### src/rtl/fir_l3_output_serializer_if.sv
// Handshake bundle between the L=3 FIR block output and the serial audio sink.
// The slave view belongs to the serializer; the master view drives it.
interface fir_l3_output_serializer_if #(
   parameter int DATA_IN_WIDTH  = 64,
   parameter int DATA_OUT_WIDTH = 16
);
   logic                             in_valid;
   logic                             in_ready;
   logic signed [DATA_IN_WIDTH-1:0]  data_in_1;
   logic signed [DATA_IN_WIDTH-1:0]  data_in_2;
   logic signed [DATA_IN_WIDTH-1:0]  data_in_3;
   logic                             out_valid;
   logic                             out_ready;
   logic signed [DATA_OUT_WIDTH-1:0] data_out;
   logic [1:0]                       out_lane;
   logic [15:0]                      sat_count;

   modport master (
      output in_valid, data_in_1, data_in_2, data_in_3, out_ready,
      input  in_ready, out_valid, data_out, out_lane, sat_count
   );

   modport slave (
      input  in_valid, data_in_1, data_in_2, data_in_3, out_ready,
      output in_ready, out_valid, data_out, out_lane, sat_count
   );
endinterface

### src/rtl/fir_l3_output_serializer.sv
// Rounds/saturates three parallel FIR lanes to 16-bit samples, buffers them as
// blocks in a small FIFO and emits them serially in lane order 0,1,2.
module fir_l3_output_serializer #(
   parameter int DATA_IN_WIDTH  = 64,
   parameter int DATA_OUT_WIDTH = 16,
   parameter int SHIFT          = 31,
   parameter int BLOCK_DEPTH    = 2
) (
   input  logic                        clk,
   input  logic                        reset,
   fir_l3_output_serializer_if.slave   bus
);
   localparam int AW = $clog2(BLOCK_DEPTH);
   localparam int PW = AW + 1;
   localparam int EW = 3 * DATA_OUT_WIDTH;

   localparam logic signed [DATA_IN_WIDTH:0] HALF    = {{DATA_IN_WIDTH{1'b0}}, 1'b1} << (SHIFT - 1);
   localparam logic signed [DATA_IN_WIDTH:0] SAT_MAX = (DATA_IN_WIDTH+1)'((1 << (DATA_OUT_WIDTH - 1)) - 1);
   localparam logic signed [DATA_IN_WIDTH:0] SAT_MIN = ~SAT_MAX;
   localparam logic [DATA_OUT_WIDTH-1:0]     OUT_MAX = {1'b0, {(DATA_OUT_WIDTH-1){1'b1}}};
   localparam logic [DATA_OUT_WIDTH-1:0]     OUT_MIN = {1'b1, {(DATA_OUT_WIDTH-1){1'b0}}};

   typedef enum logic {ST_EMPTY, ST_EMIT} state_t;

   state_t           state_q, state_d;
   logic [PW-1:0]    wr_ptr_q, wr_ptr_d;
   logic [PW-1:0]    rd_ptr_q, rd_ptr_d;
   logic [1:0]       lane_q, lane_d;
   logic [15:0]      sat_count_q, sat_count_d;
   logic [EW-1:0]    mem_q [BLOCK_DEPTH];

   logic signed [DATA_IN_WIDTH-1:0] lane_in [3];
   logic [EW-1:0]    quant_word;
   logic [2:0]       sat_flags;
   logic [PW-1:0]    count;
   logic             full, empty, push;
   logic [EW-1:0]    head;
   logic [16:0]      sat_sum;

   assign lane_in[0] = bus.data_in_1;
   assign lane_in[1] = bus.data_in_2;
   assign lane_in[2] = bus.data_in_3;

   // One extra bit of headroom keeps +0.5 from wrapping at the positive extreme.
   for (genvar gi = 0; gi < 3; gi++) begin : g_quant
      logic signed [DATA_IN_WIDTH:0] sum;
      logic signed [DATA_IN_WIDTH:0] shifted;
      assign sum     = $signed({lane_in[gi][DATA_IN_WIDTH-1], lane_in[gi]}) + HALF;
      assign shifted = sum >>> SHIFT;
      assign sat_flags[gi] = (shifted > SAT_MAX) || (shifted < SAT_MIN);
      assign quant_word[gi*DATA_OUT_WIDTH +: DATA_OUT_WIDTH] =
         (shifted > SAT_MAX) ? OUT_MAX :
         (shifted < SAT_MIN) ? OUT_MIN : shifted[DATA_OUT_WIDTH-1:0];
   end

   assign count = wr_ptr_q - rd_ptr_q;
   assign empty = (wr_ptr_q == rd_ptr_q);
   assign full  = (wr_ptr_q[PW-1] != rd_ptr_q[PW-1]) && (wr_ptr_q[AW-1:0] == rd_ptr_q[AW-1:0]);
   assign push  = bus.in_valid && !full;
   assign head  = mem_q[rd_ptr_q[AW-1:0]];

   assign sat_sum     = {1'b0, sat_count_q} + 17'({1'b0, sat_flags[0]} + {1'b0, sat_flags[1]} + {1'b0, sat_flags[2]});
   assign sat_count_d = !push ? sat_count_q : (sat_sum[16] ? 16'hFFFF : sat_sum[15:0]);

   always_comb begin
      state_d  = state_q;
      lane_d   = lane_q;
      wr_ptr_d = wr_ptr_q;
      rd_ptr_d = rd_ptr_q;
      if (push) begin
         wr_ptr_d = wr_ptr_q + PW'(1);
      end
      case (state_q)
         ST_EMPTY: begin
            lane_d = 2'd0;
            // Entering on the push edge itself gives one-cycle latency.
            if (!empty || push) begin
               state_d = ST_EMIT;
            end
         end
         ST_EMIT: begin
            if (bus.out_ready) begin
               if (lane_q == 2'd2) begin
                  lane_d   = 2'd0;
                  rd_ptr_d = rd_ptr_q + PW'(1);
                  if ((count == PW'(1)) && !push) begin
                     state_d = ST_EMPTY;
                  end
               end else begin
                  lane_d = lane_q + 2'd1;
               end
            end
         end
         default: state_d = ST_EMPTY;
      endcase
   end

   always_ff @(posedge clk or posedge reset) begin
      if (reset) begin
         state_q     <= ST_EMPTY;
         wr_ptr_q    <= '0;
         rd_ptr_q    <= '0;
         lane_q      <= 2'd0;
         sat_count_q <= 16'd0;
      end else begin
         state_q     <= state_d;
         wr_ptr_q    <= wr_ptr_d;
         rd_ptr_q    <= rd_ptr_d;
         lane_q      <= lane_d;
         sat_count_q <= sat_count_d;
      end
   end

   always_ff @(posedge clk) begin
      if (push) begin
         mem_q[wr_ptr_q[AW-1:0]] <= quant_word;
      end
   end

   always_comb begin
      bus.data_out = '0;
      if (state_q == ST_EMIT) begin
         case (lane_q)
            2'd0:    bus.data_out = head[0*DATA_OUT_WIDTH +: DATA_OUT_WIDTH];
            2'd1:    bus.data_out = head[1*DATA_OUT_WIDTH +: DATA_OUT_WIDTH];
            default: bus.data_out = head[2*DATA_OUT_WIDTH +: DATA_OUT_WIDTH];
         endcase
      end
   end

   assign bus.in_ready  = !full;
   assign bus.out_valid = (state_q == ST_EMIT);
   assign bus.out_lane  = lane_q;
   assign bus.sat_count = sat_count_q;
endmodule

### src/flat_wrapper.sv
// flat-port wrapper written by rule: the top's interface ports become plain ports
module fir_l3_output_serializer_flat 
#(
   parameter int DATA_IN_WIDTH  = 64,
   parameter int DATA_OUT_WIDTH = 16,
   parameter int SHIFT          = 31,
   parameter int BLOCK_DEPTH    = 2
)
  (clk, reset, bus_in_valid, bus_data_in_1, bus_data_in_2, bus_data_in_3, bus_out_ready, bus_in_ready, bus_out_valid, bus_data_out, bus_out_lane, bus_sat_count);
  fir_l3_output_serializer_if #(.DATA_IN_WIDTH(DATA_IN_WIDTH), .DATA_OUT_WIDTH(DATA_OUT_WIDTH)) bus_i ();
  input  logic clk;
  input  logic reset;
  input wire logic [$bits(bus_i.in_valid)-1:0] bus_in_valid;
  input wire logic [$bits(bus_i.data_in_1)-1:0] bus_data_in_1;
  input wire logic [$bits(bus_i.data_in_2)-1:0] bus_data_in_2;
  input wire logic [$bits(bus_i.data_in_3)-1:0] bus_data_in_3;
  input wire logic [$bits(bus_i.out_ready)-1:0] bus_out_ready;
  output wire logic [$bits(bus_i.in_ready)-1:0] bus_in_ready;
  output wire logic [$bits(bus_i.out_valid)-1:0] bus_out_valid;
  output wire logic [$bits(bus_i.data_out)-1:0] bus_data_out;
  output wire logic [$bits(bus_i.out_lane)-1:0] bus_out_lane;
  output wire logic [$bits(bus_i.sat_count)-1:0] bus_sat_count;
  assign bus_i.in_valid = bus_in_valid;
  assign bus_i.data_in_1 = bus_data_in_1;
  assign bus_i.data_in_2 = bus_data_in_2;
  assign bus_i.data_in_3 = bus_data_in_3;
  assign bus_i.out_ready = bus_out_ready;
  assign bus_in_ready = bus_i.in_ready;
  assign bus_out_valid = bus_i.out_valid;
  assign bus_data_out = bus_i.data_out;
  assign bus_out_lane = bus_i.out_lane;
  assign bus_sat_count = bus_i.sat_count;
  fir_l3_output_serializer #(.DATA_IN_WIDTH(DATA_IN_WIDTH), .DATA_OUT_WIDTH(DATA_OUT_WIDTH), .SHIFT(SHIFT), .BLOCK_DEPTH(BLOCK_DEPTH)) u_core (.clk(clk), .reset(reset), .bus(bus_i));
endmodule
### config.mk
export PLATFORM = sky130hd
export DESIGN_NAME = fir_l3_output_serializer_flat
export DESIGN_NICKNAME = d
export VERILOG_FILES = /design/src/rtl/fir_l3_output_serializer_if.sv /design/src/rtl/fir_l3_output_serializer.sv /design/src/flat_wrapper.sv
export SDC_FILE = /design/constraint.sdc
export NUM_CORES = 1
export LEC_CHECK = 0
export CORE_MARGIN = 2
export CORE_UTILIZATION = 35
export CTS_BUF_LIST = sky130_fd_sc_hd__clkbuf_16
export DETAILED_ROUTE_END_ITERATION = 7
export GPL_TIMING_DRIVEN = 0
export HOLD_SLACK_MARGIN = 0.06
export SETUP_SLACK_MARGIN = 0.2
export SLEW_MARGIN = 20
export SYNTH_ARGS = -nofsm -noshare
export SYNTH_HDL_FRONTEND = slang
export SYNTH_SLANG_ARGS = --single-unit
### constraint.sdc
create_clock -name clk -period 4.78 [get_ports clk]
set_input_delay 0.956 -clock clk [delete_from_list [all_inputs] [get_ports clk]]
set_output_delay 0.956 -clock clk [all_outputs]
set_load 0.01 [all_outputs]
# After elaboration in Yosys (flattened, before gate mapping)
# Memories as Yosys holds them, arrays and structs flattened.
# Cells that the tools add are included.
# totals
out_inout_bits	36
reg_bits	23
memories	1
in_bits	196
mem_bits_rw	96
wordCells	61
# classes
reduce_logical	12
order_cmp	6
n_eq_ne	7
bitwise_logic	1
muxes	19
addsub	10
# mem_list
name	words	word_bits	rd	rd_clocked_by_memory_dff	wr	line_no	text
u_core.mem_q	2	48	1	0	1	fir_l3_output_serializer.sv:30	logic [EW-1:0] mem_q [BLOCK_DEPTH];
# op_table
operator	count
64-bit by 32-bit adder with 65-bit output, second input constant	3
16-bit 2-to-1 mux	8
34-bit by 16-bit > comparator with 1-bit output, second input constant	3
34-bit by 16-bit less-than comparator with 1-bit output, second input constant	3
16-bit case mux with 2 select lines	1
16-bit by 17-bit adder with 17-bit output	1
17-bit by 1-bit adder with 17-bit output	1
2-bit by 1-bit adder with 2-bit output, second input constant	3
1-bit 2-to-1 mux	6
2-bit by 1-bit == test with 1-bit output, second input constant	2
1-bit logical OR	4
2-bit 2-to-1 mux	2
2-bit case mux with 2 select lines	1
1-bit logical AND	3
1-bit logical NOT	3
3-bit AND reduction	1
1-bit by 1-bit adder with 2-bit output	1
2-bit == test	1
2-bit == test, second input constant	1
2-bit logical NOT	1
2-bit inequality test, second input constant	1
1-bit case mux with 2 select lines	1
2-bit subtractor	1
1-bit == test	1
other kinds (2)	2

# Depth between registers and ports, before layout
# Gate-level depths: netlist (run 1).
# depth
word_depth	10
mapped_depth	20
mapped_depth_nobuf	17

# Worst setup path after synthesis (run 1)
# OpenSTA, ideal clock, no wires.
# synth_timing
path_type	in2reg
start	input bus_data_in_2[30]
end	register u_core.sat_count_q[0] (netlist: u_core.bus.sat_count[0])
slack_ns	-0.631
path_buffers	3
arrival_ns	5.344
required_time_ns	4.712
setup_time_ns	0.068
stages	20
cell_sequence	ha_1 nand3_1 nor4_1 clkbuf_1 nand4_1 a22oi_1 o2111ai_1 nor4_4 buf_2 a21oi_1 ha_1 fa_1 inv_1 fa_1 nor4b_1 nand2_1 nor2_1 nand3_1 clkbuf_1 nand2_1
# synth_between
elab_chain_len	7
elab_cells_between_ends	8
classes_between	add/sub: 4; order compare: 2; mux: 1; reduce/logical: 1
# synth_lines
item	line_no	text
from (decl)	flat_wrapper.sv:15	input wire logic [$bits(bus_i.data_in_2)-1:0] bus_data_in_2;
64-bit by 32-bit adder with 65-bit output *	fir_l3_output_serializer.sv:48	assign sum = $signed({lane_in[gi][DATA_IN_WIDTH-1], lane_in[gi]}) + HALF;
34-bit by 16-bit > comparator with 1-bit output / 34-bit by 16-bit less-than comparator with 1-bit output (equally long branches)	fir_l3_output_serializer.sv:50	assign sat_flags[gi] = (shifted > SAT_MAX) || (shifted < SAT_MIN);
1-bit logical OR *	fir_l3_output_serializer.sv:50	
1-bit by 1-bit adder with 2-bit output *	fir_l3_output_serializer.sv:62	assign sat_sum = {1'b0, sat_count_q} + 17'({1'b0, sat_flags[0]} + {1'b0, sat_flags[1]} + {1'b0, sat_flags[2]}) ...
17-bit by 1-bit adder with 17-bit output *	fir_l3_output_serializer.sv:62	
16-bit by 17-bit adder with 17-bit output *	fir_l3_output_serializer.sv:62	
16-bit 2-to-1 mux *	fir_l3_output_serializer.sv:63	assign sat_count_d = !push ? sat_count_q : (sat_sum[16] ? 16'hFFFF : sat_sum[15:0]);
to (signal assigned)	fir_l3_output_serializer.sv:110	sat_count_q <= sat_count_d;
to (decl)	fir_l3_output_serializer.sv:29	logic [15:0] sat_count_q, sat_count_d;
# Mark *: on every way between the ends. The rest lies on a longest branch, timed or not.
# A chain may end at the register's enable or synchronous reset.

# Worst setup path in the final report (run 1)
# layout_timing
start	input bus_data_in_1[54]
end	register u_core.sat_count_q[9] (netlist: u_core.bus.sat_count[9])
# layout_between
elab_chain_len	7
elab_cells_between_ends	8
classes_between	add/sub: 4; order compare: 2; mux: 1; reduce/logical: 1
# layout_lines
item	line_no	text
from (decl)	flat_wrapper.sv:14	input wire logic [$bits(bus_i.data_in_1)-1:0] bus_data_in_1;
64-bit by 32-bit adder with 65-bit output *	fir_l3_output_serializer.sv:48	
34-bit by 16-bit > comparator with 1-bit output / 34-bit by 16-bit less-than comparator with 1-bit output (equally long branches)	fir_l3_output_serializer.sv:50	
1-bit logical OR *	fir_l3_output_serializer.sv:50	
1-bit by 1-bit adder with 2-bit output *	fir_l3_output_serializer.sv:62	
17-bit by 1-bit adder with 17-bit output *	fir_l3_output_serializer.sv:62	
16-bit by 17-bit adder with 17-bit output *	fir_l3_output_serializer.sv:62	
16-bit 2-to-1 mux *	fir_l3_output_serializer.sv:63	
# Marks and branches as above.

==> impl_metrics.yaml, run 1 <==
synth:
  synthTopCellsByArea: "edfxtp_1, dfrtp_1, mux2_2"
  synth-seq-area-share: 0.423
  synth_top_area_cell: "edfxtp_1"
  ys_ff_latch: 119
  yosysTopAreaCellShare: 0.352
  syn_nets: 1005
  async_flop_share: 0.193
  synth_area_mm2: 0.00819
  syn_avg_cell_area_um2: 10.2
  synth-edff-count: 96
  netlist_instances: 801
  ys.warnings.count: 0
  ys_types: 74
  synth_ff_type: "edfxtp_1"
floorplanning:
  start_util: 0.359
  die_area_mm2: 0.0246
  io_pins: 232
  core_mm2: 0.0228
  rows: 55
  fp.dieH_um: 157
  die_w_um: 157
detailed_routing:
  wl_um: 24300
  drt-pass1-iter-count: 5
  drc_errors: 0
  postRouteAntennaNets: 0
  routedWlPerCell_um: 17.8
  drt_iter0_drc: 569
  vias: 7379
  routed_via_density: 5.42
setup_path:
  critical-path-top-delay-family: "simple AND/OR/NAND/NOR gates"
  worstPathRequired_ns: 5.12
  path_buf_inv: 3
  slowest_stage: "or4_4"
  setup.worst_path.start_class: "primary input"
  crit_arrival_ns: 4.81
  critical_path.max_fanout: 5
  worstReg2RegEnd: "u_core.bus.sat_count[13]"
  setup.worst_path.class: "in -> reg"
  crit_top_cell: "nand2_2"
  max_stage_delay_ns: 0.57
  r2r.worst_path.cells: 9
  r2r_slack_ns: 2.15
  r2r-start: "u_core.wr_ptr_q[0]"
  endpoint_kind: "register"
  worstPathCellList: "clkdlybuf4s15_2, nand2_2, or4_4, or4_4, xor2_2, nor4_2, nand3_1, a21boi_4, ha_4, fa_2, inv_2, fa_2, nor4b_4, nand2_2, nor2_4, nand3_4, clkbuf_8, nand2_2"
global_routing:
  met3_usage: 0.0237
  grt_pass1_wl_um: 37400
  grt_util_met2: 0.333
  grt_pass1_vias: 7143
  globalRoute.totalOverflow: 0
  gr-usage-met1: 0.261
  grt_max_degree: 27
  grt_use_total: 0.193
  busiest_layer: "met2"
  antenna_found_initial: 1
clocking:
  ctsHoldBuffers: 0
  tritoncts: "yes"
  clkLatencyLatePin_ns: 0.41
  clockBufferDepth: 2
  cts_sinks: 119
  cts-root-buf: "clkbuf_16"
  cts_buffers: 17
  path_clk_slew_ns: 0.05
  cts_max_level: 4
pwr:
  leakagePower_nw: 4.34
  internal-power_mw: 3.13
  p_seq_frac: 0.346
  p_switching_mw: 1.49
  swShare: 0.323
  total_power_mw: 4.63
  clkPwrFrac: 0.242
  peakVddDrop_mv: 0.359
  pwr_density_cell_mw_per_mm2: 395
  combPwrFrac: 0.412
sta:
  max_slew_margin: 0.315
  min_period_ns: 4.46
  fin_crit_sh: 0.934
  finalHoldViolations: 0
  finalSetupViolCount: 0
  fmax_mhz: 224
  rsz0062_at_grt: "yes"
  fin_skew_ns: 0.0151
  slew_violations: 0
  tightest_slew_ns: 1.02
run:
  maxCapViolations: 0
placement:
  port_buffers: 140
  dp_hpwl_um: 17500
  place.gp.congestion: 0.886
  dp.cells: 1257
  dpl_cell_area_mm2: 0.0102
finish:
  fin_nets: 1238
  area_growth_pct: 43.2
  fin_area_mm2: 0.0117
  drive_above_1_share: 0.305
  instances_no_fill: 1361
hold_path:
  hold_end: "u_core.bus.sat_count[12]"
  min_from: "u_core.bus.sat_count[12]"
  hp-class: "reg -> reg"
  hold_depth: 1
run_status:
  outcome: "finished clean"
==> what timing repair did <==
item	CTS	global route
cloned	2	0
setup endpoints to repair	16	16
resized for setup	253	99
hold endpoints to repair	0	0
pin swaps	40	38
setup buffers	41	28
==> power by group through the flow <==
stage               combinational [mW]  clock, mW  sequential, mW
finish                            1.90       1.12            1.60
detailed placement                1.89          0            1.62
global placement                  1.81          0            1.65
global route                      2.06       1.19            1.63
CTS                               1.92       1.14            1.60
floorplan                         1.05          0            1.62
==> cell families after synthesis <==
| kind of cell | synth area share |
|---|---|
| compound gates | 0.129 |
| xor+xnor | 0.0780 |
| fa+ha+maj | 0.0141 |
| buf+inv | 0.0263 |
| flops | 0.422 |
| mux | 0.101 |
| simple gates | 0.230 |
==> worst register-to-register path: cells and delay by family (launching register included) <==
family,cells,cell delay [ns]
simple gates,4,1.10
compound gates,1,0.33
flops,1,0.41
buf+inv,2,0.18
xor+xnor,1,0.18
fa+ha+maj,1,0.33
==> final cells by class <==
cell class              instances  area (um2)
multi-input cells             630        5120
repair buffers                214        1940
diodes                          1        2.50
clock inverters                15         108
fillers                      2054       11100
flip-flops and latches        119        3460
clock buffers                  17         425
plain buffers                  29         194
well taps                     313         392
inverters                      23        86.3
==> sequential cells by signal (all words and copies together) (netlist names) <==
register,count
u_core.mem_q,96
u_core.bus.out_valid,1
u_core.wr_ptr_q,2
u_core.bus.out_lane,2
u_core.bus.sat_count,16
u_core.rd_ptr_q,2
==> per-stage QoR <==
stage	utilization	setup TNS (ns)	setup slack (ns)	hold WS (ns)
after floorplan	-	0	0.0592	0.468
after CTS	0.499	0	0.201	0.525
after detailed placement	0.447	-24.45	-1.55	0.513
final	0.514	0	0.315	0.528
after global routing	0.514	0	0.133	0.560
after global placement	0.443	-89.07	-1.45	0.484
==> worst max-delay path by stage <==
stage          slack, ns                      end               from  cells after the start
3_3_place_gp       -1.45  u_core.bus.sat_count[0]  bus_data_in_1[32]                     19
2_1_floorplan       0.06  u_core.bus.sat_count[0]  bus_data_in_2[36]                     19
4_1_cts             0.20  u_core.bus.sat_count[9]  bus_data_in_1[45]                     17
5_1_grt             0.13  u_core.bus.sat_count[8]  bus_data_in_2[35]                     21
6_report            0.32  u_core.bus.sat_count[9]  bus_data_in_1[54]                     18
3_5_place_dp       -1.55  u_core.bus.sat_count[0]  bus_data_in_1[32]                     19
==> layout by cell type, fill, tap and decap left out, drive strengths merged, types with 5 or more instances in the layout <==
cell           instances
buf                  118
edfxtp                96
nand2                 79
clkdlybuf4s50         66
nand3                 53
xor2                  44
nor2                  44
clkbuf                44
nand4                 37
mux2                  35
xnor2                 28
inv                   28
o21ai                 26
and2                  24
dfrtp                 23
a31oi                 22
nor3                  22
nor4                  21
dlymetal6s2s          20
and3                  20
o211ai                19
mux4                  16
a21oi                 14
o22ai                 13
a211oi                 9
nor3b                  8
clkdlybuf4s15          8
and4                   7
mux2i                  7
ha                     6
clkinv                 6
nand4b                 5
o21a                   5
a311o                  5
nand2b                 5
a21boi                 5
==> Yosys cell counts, types with 16 or more instances <==
cell type and number:
edfxtp_1 96, nand2_1 79, nand3_1 53, nor2_1 44, xor2_1 43, nand4_1 36, mux2_2 35, xnor2_1 28
and2_1 24, o21ai_0 24, dfrtp_1 23, a31oi_1 22, inv_1 21, nor3_1 21, and3_1 20, clkbuf_1 18
o211ai_1 18, mux4_2 16, nor4_1 16
==> per-layer routing <==
layer  up-vias  wire length [um]
met2       211             12100
met4         0               131
li1       3577                 -
met3         9              1060
met1      3582             11000
met5         -                 0
(Power assumes the default switching activity.)
==> inputs of run 2 (changes only) <==
--- a/config.mk
+++ b/config.mk
@@ -9,9 +9,11 @@
 export CORE_UTILIZATION = 35
 export CTS_BUF_LIST = sky130_fd_sc_hd__clkbuf_16
 export DETAILED_ROUTE_END_ITERATION = 7
+export GPL_ROUTABILITY_DRIVEN = 0
 export GPL_TIMING_DRIVEN = 0
 export HOLD_SLACK_MARGIN = 0.06
 export SETUP_SLACK_MARGIN = 0.2
+export SKIP_CTS_REPAIR_TIMING = 1
 export SLEW_MARGIN = 20
 export SYNTH_ARGS = -nofsm -noshare
 export SYNTH_HDL_FRONTEND = slang
==> constraint.sdc (replaced) <==
create_clock -name clk -period 4.78 [get_ports clk]
set_input_delay 0.478 -clock clk [delete_from_list [all_inputs] [get_ports clk]]
set_output_delay 0.478 -clock clk [all_outputs]
set_load 0.01 [all_outputs]
==> run 2 against run 1 <==
Die area stayed put. Flip-flop and latch count stayed put. Combinational power hardly changed. Critical path depth is 2 higher. Sequential share of layout area is 0.57 points higher. Worst setup slack better by 0.042 ns. Clock skew is 0.0078 ns lower. Power is 5.4% higher. Largest power group unchanged.
==> impl_metrics.yaml, run 2 (synthesis results as in run 1) <==
run_status:
  outcome: "finished clean"
sta:
  fin_skew_ns: 0.00737
  slew_violations: 0
  tightest_slew_ns: 1.06
  rsz0062_at_grt: "no"
  finalHoldViolations: 0
  tns_ns: 0
  max_slew_margin: 0.290
  min_period_ns: 4.42
  fin_crit_sh: 0.925
  finalSetupViolCount: 0
  fmax_mhz: 226
floorplanning:
  rows: 55
  io_pins: 232
  start_util: 0.359
  fp.dieH_um: 157
  die_w_um: 157
  die_area_mm2: 0.0246
  core_mm2: 0.0228
setup_path:
  critPathLaunch: "bus_data_in_1[31]"
  r2r_slack_ns: 2.12
  crit_arrival_ns: 4.77
  r2r-start: "u_core.wr_ptr_q[0]"
  setup.worst_path.class: "in -> reg"
  endpoint_kind: "register"
  setup.worst_path.start_class: "primary input"
  worstPathRequired_ns: 5.13
  critical_path.max_fanout: 10
clocking:
  cts-root-buf: "clkbuf_16"
  tritoncts: "yes"
  clockBufferDepth: 2
  cts_max_level: 4
  clkLatencyLatePin_ns: 0.41
  path_clk_slew_ns: 0.06
  cts_sinks: 119
  cts_buffers: 17
pwr:
  peakVddDrop_mv: 0.348
  leakagePower_nw: 4.33
  pwr_density_cell_mw_per_mm2: 424
finish:
  drive_above_1_share: 0.196
  area_growth_pct: 40.4
  fin_nets: 1192
  fillCellCount: 2066
  layout_commonest_cell: "edfxtp_1"
  post-route-util: 0.505
  num_antenna_cells: 0
  layout_common_cells: "edfxtp_1, clkdlybuf4s50_1, nand2_1"
  largest_register_ffs: 96
detailed_routing:
  wl_um: 23400
  highest-signal-layer: "met4"
  vias: 7225
  routedWlPerCell_um: 17.8
  drc_errors: 0
  routed_via_density: 5.50
  drt_iter0_drc: 467
  dr_wl_met2_um: 11300
  drt-met1-wl_um: 10500
  drt-pass1-iter-count: 4
  wl_met3_um: 1220
  postRouteAntennaNets: 0
run:
  maxCapViolations: 0
global_routing:
  grt_use_total: 0.187
  grt_pass1_wl_um: 36000
  grt_max_degree: 27
  globalRoute.totalOverflow: 0
  antenna_found_initial: 1
  grt_pass1_vias: 6734
placement:
  dp_hpwl_um: 17400
  port_buffers: 140
hold_path:
  min_from: "u_core.bus.sat_count[12]"
  hp-class: "reg -> reg"
-- run 2: changes by cell type in the layout (fill, tap and decap cells not counted), moves of 5 or more --
cell / change
buf_4: -62
bufinv_16: +5
nand2_1: +7
dlymetal6s2s_1: +26
nand3_1: +5
nand2_2: -5
buf_2: -11
clkdlybuf4s15_2: -5
clkbuf_2: -6
clkdlybuf4s50_1: +28
-- run 2: path summary, 6_finish.rpt --
kind / endpoint / cells past startpoint
setup reg to reg: u_core.mem_q[1][16] / 6
max in group asynchronous: u_core.bus.out_valid / 2
hold / removal: u_core.bus.sat_count[12] / 1
setup / recovery: u_core.bus.sat_count[0] / 20
min in group asynchronous: u_core.bus.sat_count[6] / 2
hold reg to reg: u_core.bus.sat_count[12] / 1
-- run 2: critical path, cell delays in order --
cell	delay (ns)
clkdlybuf4s50_1	0.58
ha_4	0.18
and4_1	0.23
clkbuf_4	0.21
nand4_1	0.25
a211oi_2	0.29
nand4_1	0.17
nor4_4	0.15
buf_4	0.19
a21boi_4	0.09
ha_4	0.28
fa_2	0.19
inv_1	0.06
fa_2	0.41
nor4b_4	0.31
nand2_2	0.13
nor2_4	0.18
nand3_4	0.14
clkbuf_16	0.19
nand2_1	0.05
-- run 2: stage by stage --
| step | instances | power (mW) | worst slack [ns] | area, um2 | hold WS [ns] |
|---|---|---|---|---|---|
| after floorplan | 801 | 2.66 | 0.253 | 8220 | 0.468 |
| after global placement | 1254 | 3.44 | -1.51 | 10000 | 0.490 |
| after detailed placement | 1257 | 3.51 | -1.50 | 10100 | 0.517 |
| after CTS | 1289 | 4.88 | -1.08 | 10700 | 0.519 |
| after global routing | 1314 | 5.11 | 0.163 | 11500 | 0.539 |
| final | 1314 | 4.87 | 0.357 | 11500 | 0.517 |
-- run 2: routing by layer --
metal  global-route usage  vias up
met5                    0        -
met4               0.0441        0
met3               0.0352       22
met2                0.309      203
met1                0.253     3515
li1                     -     3485
-- run 2: layout make-up --
type	instances	area (um2)	share of cell area
timing repair buffer	168	1800	0.157
clock inverter	15	210	0.0183
clock buffer	17	425	0.0370
inverter	23	88.8	0.00773
buffer	29	176	0.0153
sequential	119	3460	0.301
tap	313	392	0.0341
multi-input combinational	630	4940	0.430
-- run 2: power breakdown --
group | internal (mW) | switching [mW] | total [mW] | leakage, nW
registers | 1.48 | 0.127 | 1.60 | 1.18
logic | 1.00 | 0.907 | 1.91 | 2.85
clock network | 0.916 | 0.445 | 1.36 | 0.303
==> inputs of run 3 (changes only) <==
--- a/config.mk
+++ b/config.mk
@@ -5,6 +5,7 @@
 export SDC_FILE = /design/constraint.sdc
 export NUM_CORES = 1
 export LEC_CHECK = 0
+export CORE_ASPECT_RATIO = 1.1
 export CORE_MARGIN = 2
 export CORE_UTILIZATION = 35
 export CTS_BUF_LIST = sky130_fd_sc_hd__clkbuf_16
@@ -14,7 +15,6 @@
 export HOLD_SLACK_MARGIN = 0.06
 export SETUP_SLACK_MARGIN = 0.2
 export SKIP_CTS_REPAIR_TIMING = 1
-export SLEW_MARGIN = 20
 export SYNTH_ARGS = -nofsm -noshare
 export SYNTH_HDL_FRONTEND = slang
 export SYNTH_SLANG_ARGS = --single-unit
==> run 3 against run 2 <==
Final cell count down 0.61%. Flip-flop and latch count unchanged. Highest routed layer unchanged. Largest cell class unchanged. Critical path depth down 1. Sequential power is essentially flat. Die area barely moved. Hold slack improved by 0.013 ns. Wire length shrank 1.0%. Clock power is essentially flat. Worst setup slack better by 0.017 ns.
==> impl_metrics.yaml, run 3 (synthesis results as in run 1) <==
floorplanning:
  die_w_um: 150
  rows: 58
  start_util: 0.357
  io_pins: 232
  fp.dieH_um: 164
  die_area_mm2: 0.0246
  core_mm2: 0.0229
detailed_routing:
  drt_iter0_drc: 438
  routedWlPerCell_um: 17.7
  drc_errors: 0
  routed_via_density: 5.51
  vias: 7194
  wl_um: 23100
  postRouteAntennaNets: 0
  drt-pass1-iter-count: 5
setup_path:
  setup.worst_path.class: "in -> reg"
  setup.worst_path.start_class: "primary input"
  r2r_slack_ns: 2.15
  critical_path.max_fanout: 10
  worstPathRequired_ns: 5.13
  endpoint_kind: "register"
  crit_arrival_ns: 4.76
finish:
  area_growth_pct: 39.7
  post-route-util: 0.499
  largest_register_ffs: 96
  fin_nets: 1197
  layout_common_cells: "clkdlybuf4s50_1, edfxtp_1, nand2_1"
  drive_above_1_share: 0.201
  fin_area_mm2: 0.0114
  fillCellCount: 2132
  multi_input_area_mm2: 0.00491
  layout_commonest_cell: "clkdlybuf4s50_1"
  num_antenna_cells: 0
  ff_latch_area_mm2: 0.00346
global_routing:
  grt_util_met2: 0.294
  met3_usage: 0.0296
  grt_max_degree: 33
  grt_pass1_wl_um: 35700
  antenna_found_initial: 0
  grt_use_total: 0.185
  grt_pass1_vias: 6540
  globalRoute.totalOverflow: 0
  busiest_layer: "met2"
  gr-usage-met1: 0.266
run_status:
  outcome: "finished clean"
pwr:
  peakVddDrop_mv: 0.262
  leakagePower_nw: 4.33
  pwr_density_cell_mw_per_mm2: 424
hold_path:
  hp-class: "reg -> reg"
clocking:
  path_clk_slew_ns: 0.06
  cts_sinks: 119
  tritoncts: "yes"
  clkLatencyLatePin_ns: 0.41
  cts_max_level: 4
  cts_buffers: 17
  cts-root-buf: "clkbuf_16"
  clockBufferDepth: 2
run:
  maxCapViolations: 0
sta:
  finalSetupViolCount: 0
  rsz0062_at_grt: "no"
  slew_violations: 0
  min_period_ns: 4.41
  max_slew_margin: 0.324
  fin_crit_sh: 0.922
  tightest_slew_ns: 1.01
  fin_skew_ns: 0.00655
  finalHoldViolations: 0
  fmax_mhz: 227
placement:
  dp_hpwl_um: 17100
  dpl_cell_area_mm2: 0.0101
  port_buffers: 140
==> run 3: cell types whose count changed in the layout (fill, tap and decap cells not counted), moves of 3 or more <==
| cell | change |
|---|---|
| clkdlybuf4s50_1 | +4 |
| buf_4 | +9 |
| clkinv_4 | +3 |
| dlymetal6s2s_1 | -4 |
==> run 3: power by group <==
part           internal, mW  leakage [nW]  switching (mW)
Clock                 0.873         0.303           0.475
Sequential             1.47          1.18           0.125
Combinational          1.00          2.85           0.899
==> run 3: critical path, stage by stage <==
cell	delay (ns)
clkdlybuf4s50_1	0.52
ha_2	0.23
and4_1	0.27
buf_4	0.19
nand4_1	0.23
a211oi_2	0.25
nand4_1	0.15
nor4_4	0.44
a21boi_4	0.14
ha_4	0.29
fa_1	0.19
inv_1	0.06
fa_2	0.36
nor4b_4	0.29
nand2_2	0.13
nor2_4	0.15
nand3_2	0.14
buf_6	0.17
nand2_1	0.05
==> run 3: metrics by stage <==
stage	TNS [ns]	hold WS, ns	setup slack (ns)	power, mW	instances
floorplan	0	0.468	0.253	2.66	801
global placement	-44.82	0.482	-1.52	3.45	1241
detailed placement	-22.34	0.510	-1.53	3.52	1244
CTS	-16.21	0.518	-1.14	4.87	1276
global route	0	0.544	0.131	5.10	1306
finish	0	0.530	0.374	4.85	1306
==> run 3: final cells by class <==
type | count | area share
tap | 300 | 0.0328
multi-input combinational | 630 | 0.429
inverter | 23 | 0.00755
buffer | 29 | 0.0151
clock buffer | 17 | 0.0372
sequential | 119 | 0.302
timing repair buffer | 173 | 0.158
clock inverter | 15 | 0.0176
==> run 3: final timing paths <==
path | from | to | depth (start not counted)
worst max-delay path | bus_data_in_1[30] | u_core.bus.sat_count[3] | 19
worst min-delay path | u_core.wr_ptr_q[1] | u_core.wr_ptr_q[1] | 1
worst max register to register | u_core.wr_ptr_q[0] | u_core.mem_q[1][33] | 7
worst min register to register | u_core.wr_ptr_q[1] | u_core.wr_ptr_q[1] | 1
max in group asynchronous | reset | u_core.bus.sat_count[11] | 2
min in group asynchronous | reset | u_core.bus.sat_count[13] | 2
==> run 3: layer usage <==
metal  wire length, um  vias to the layer above
met1             10800                     3482
met5                 0                        -
li1                  -                     3495
met2             10900                      194
met3              1110                       23
met4               271                        0
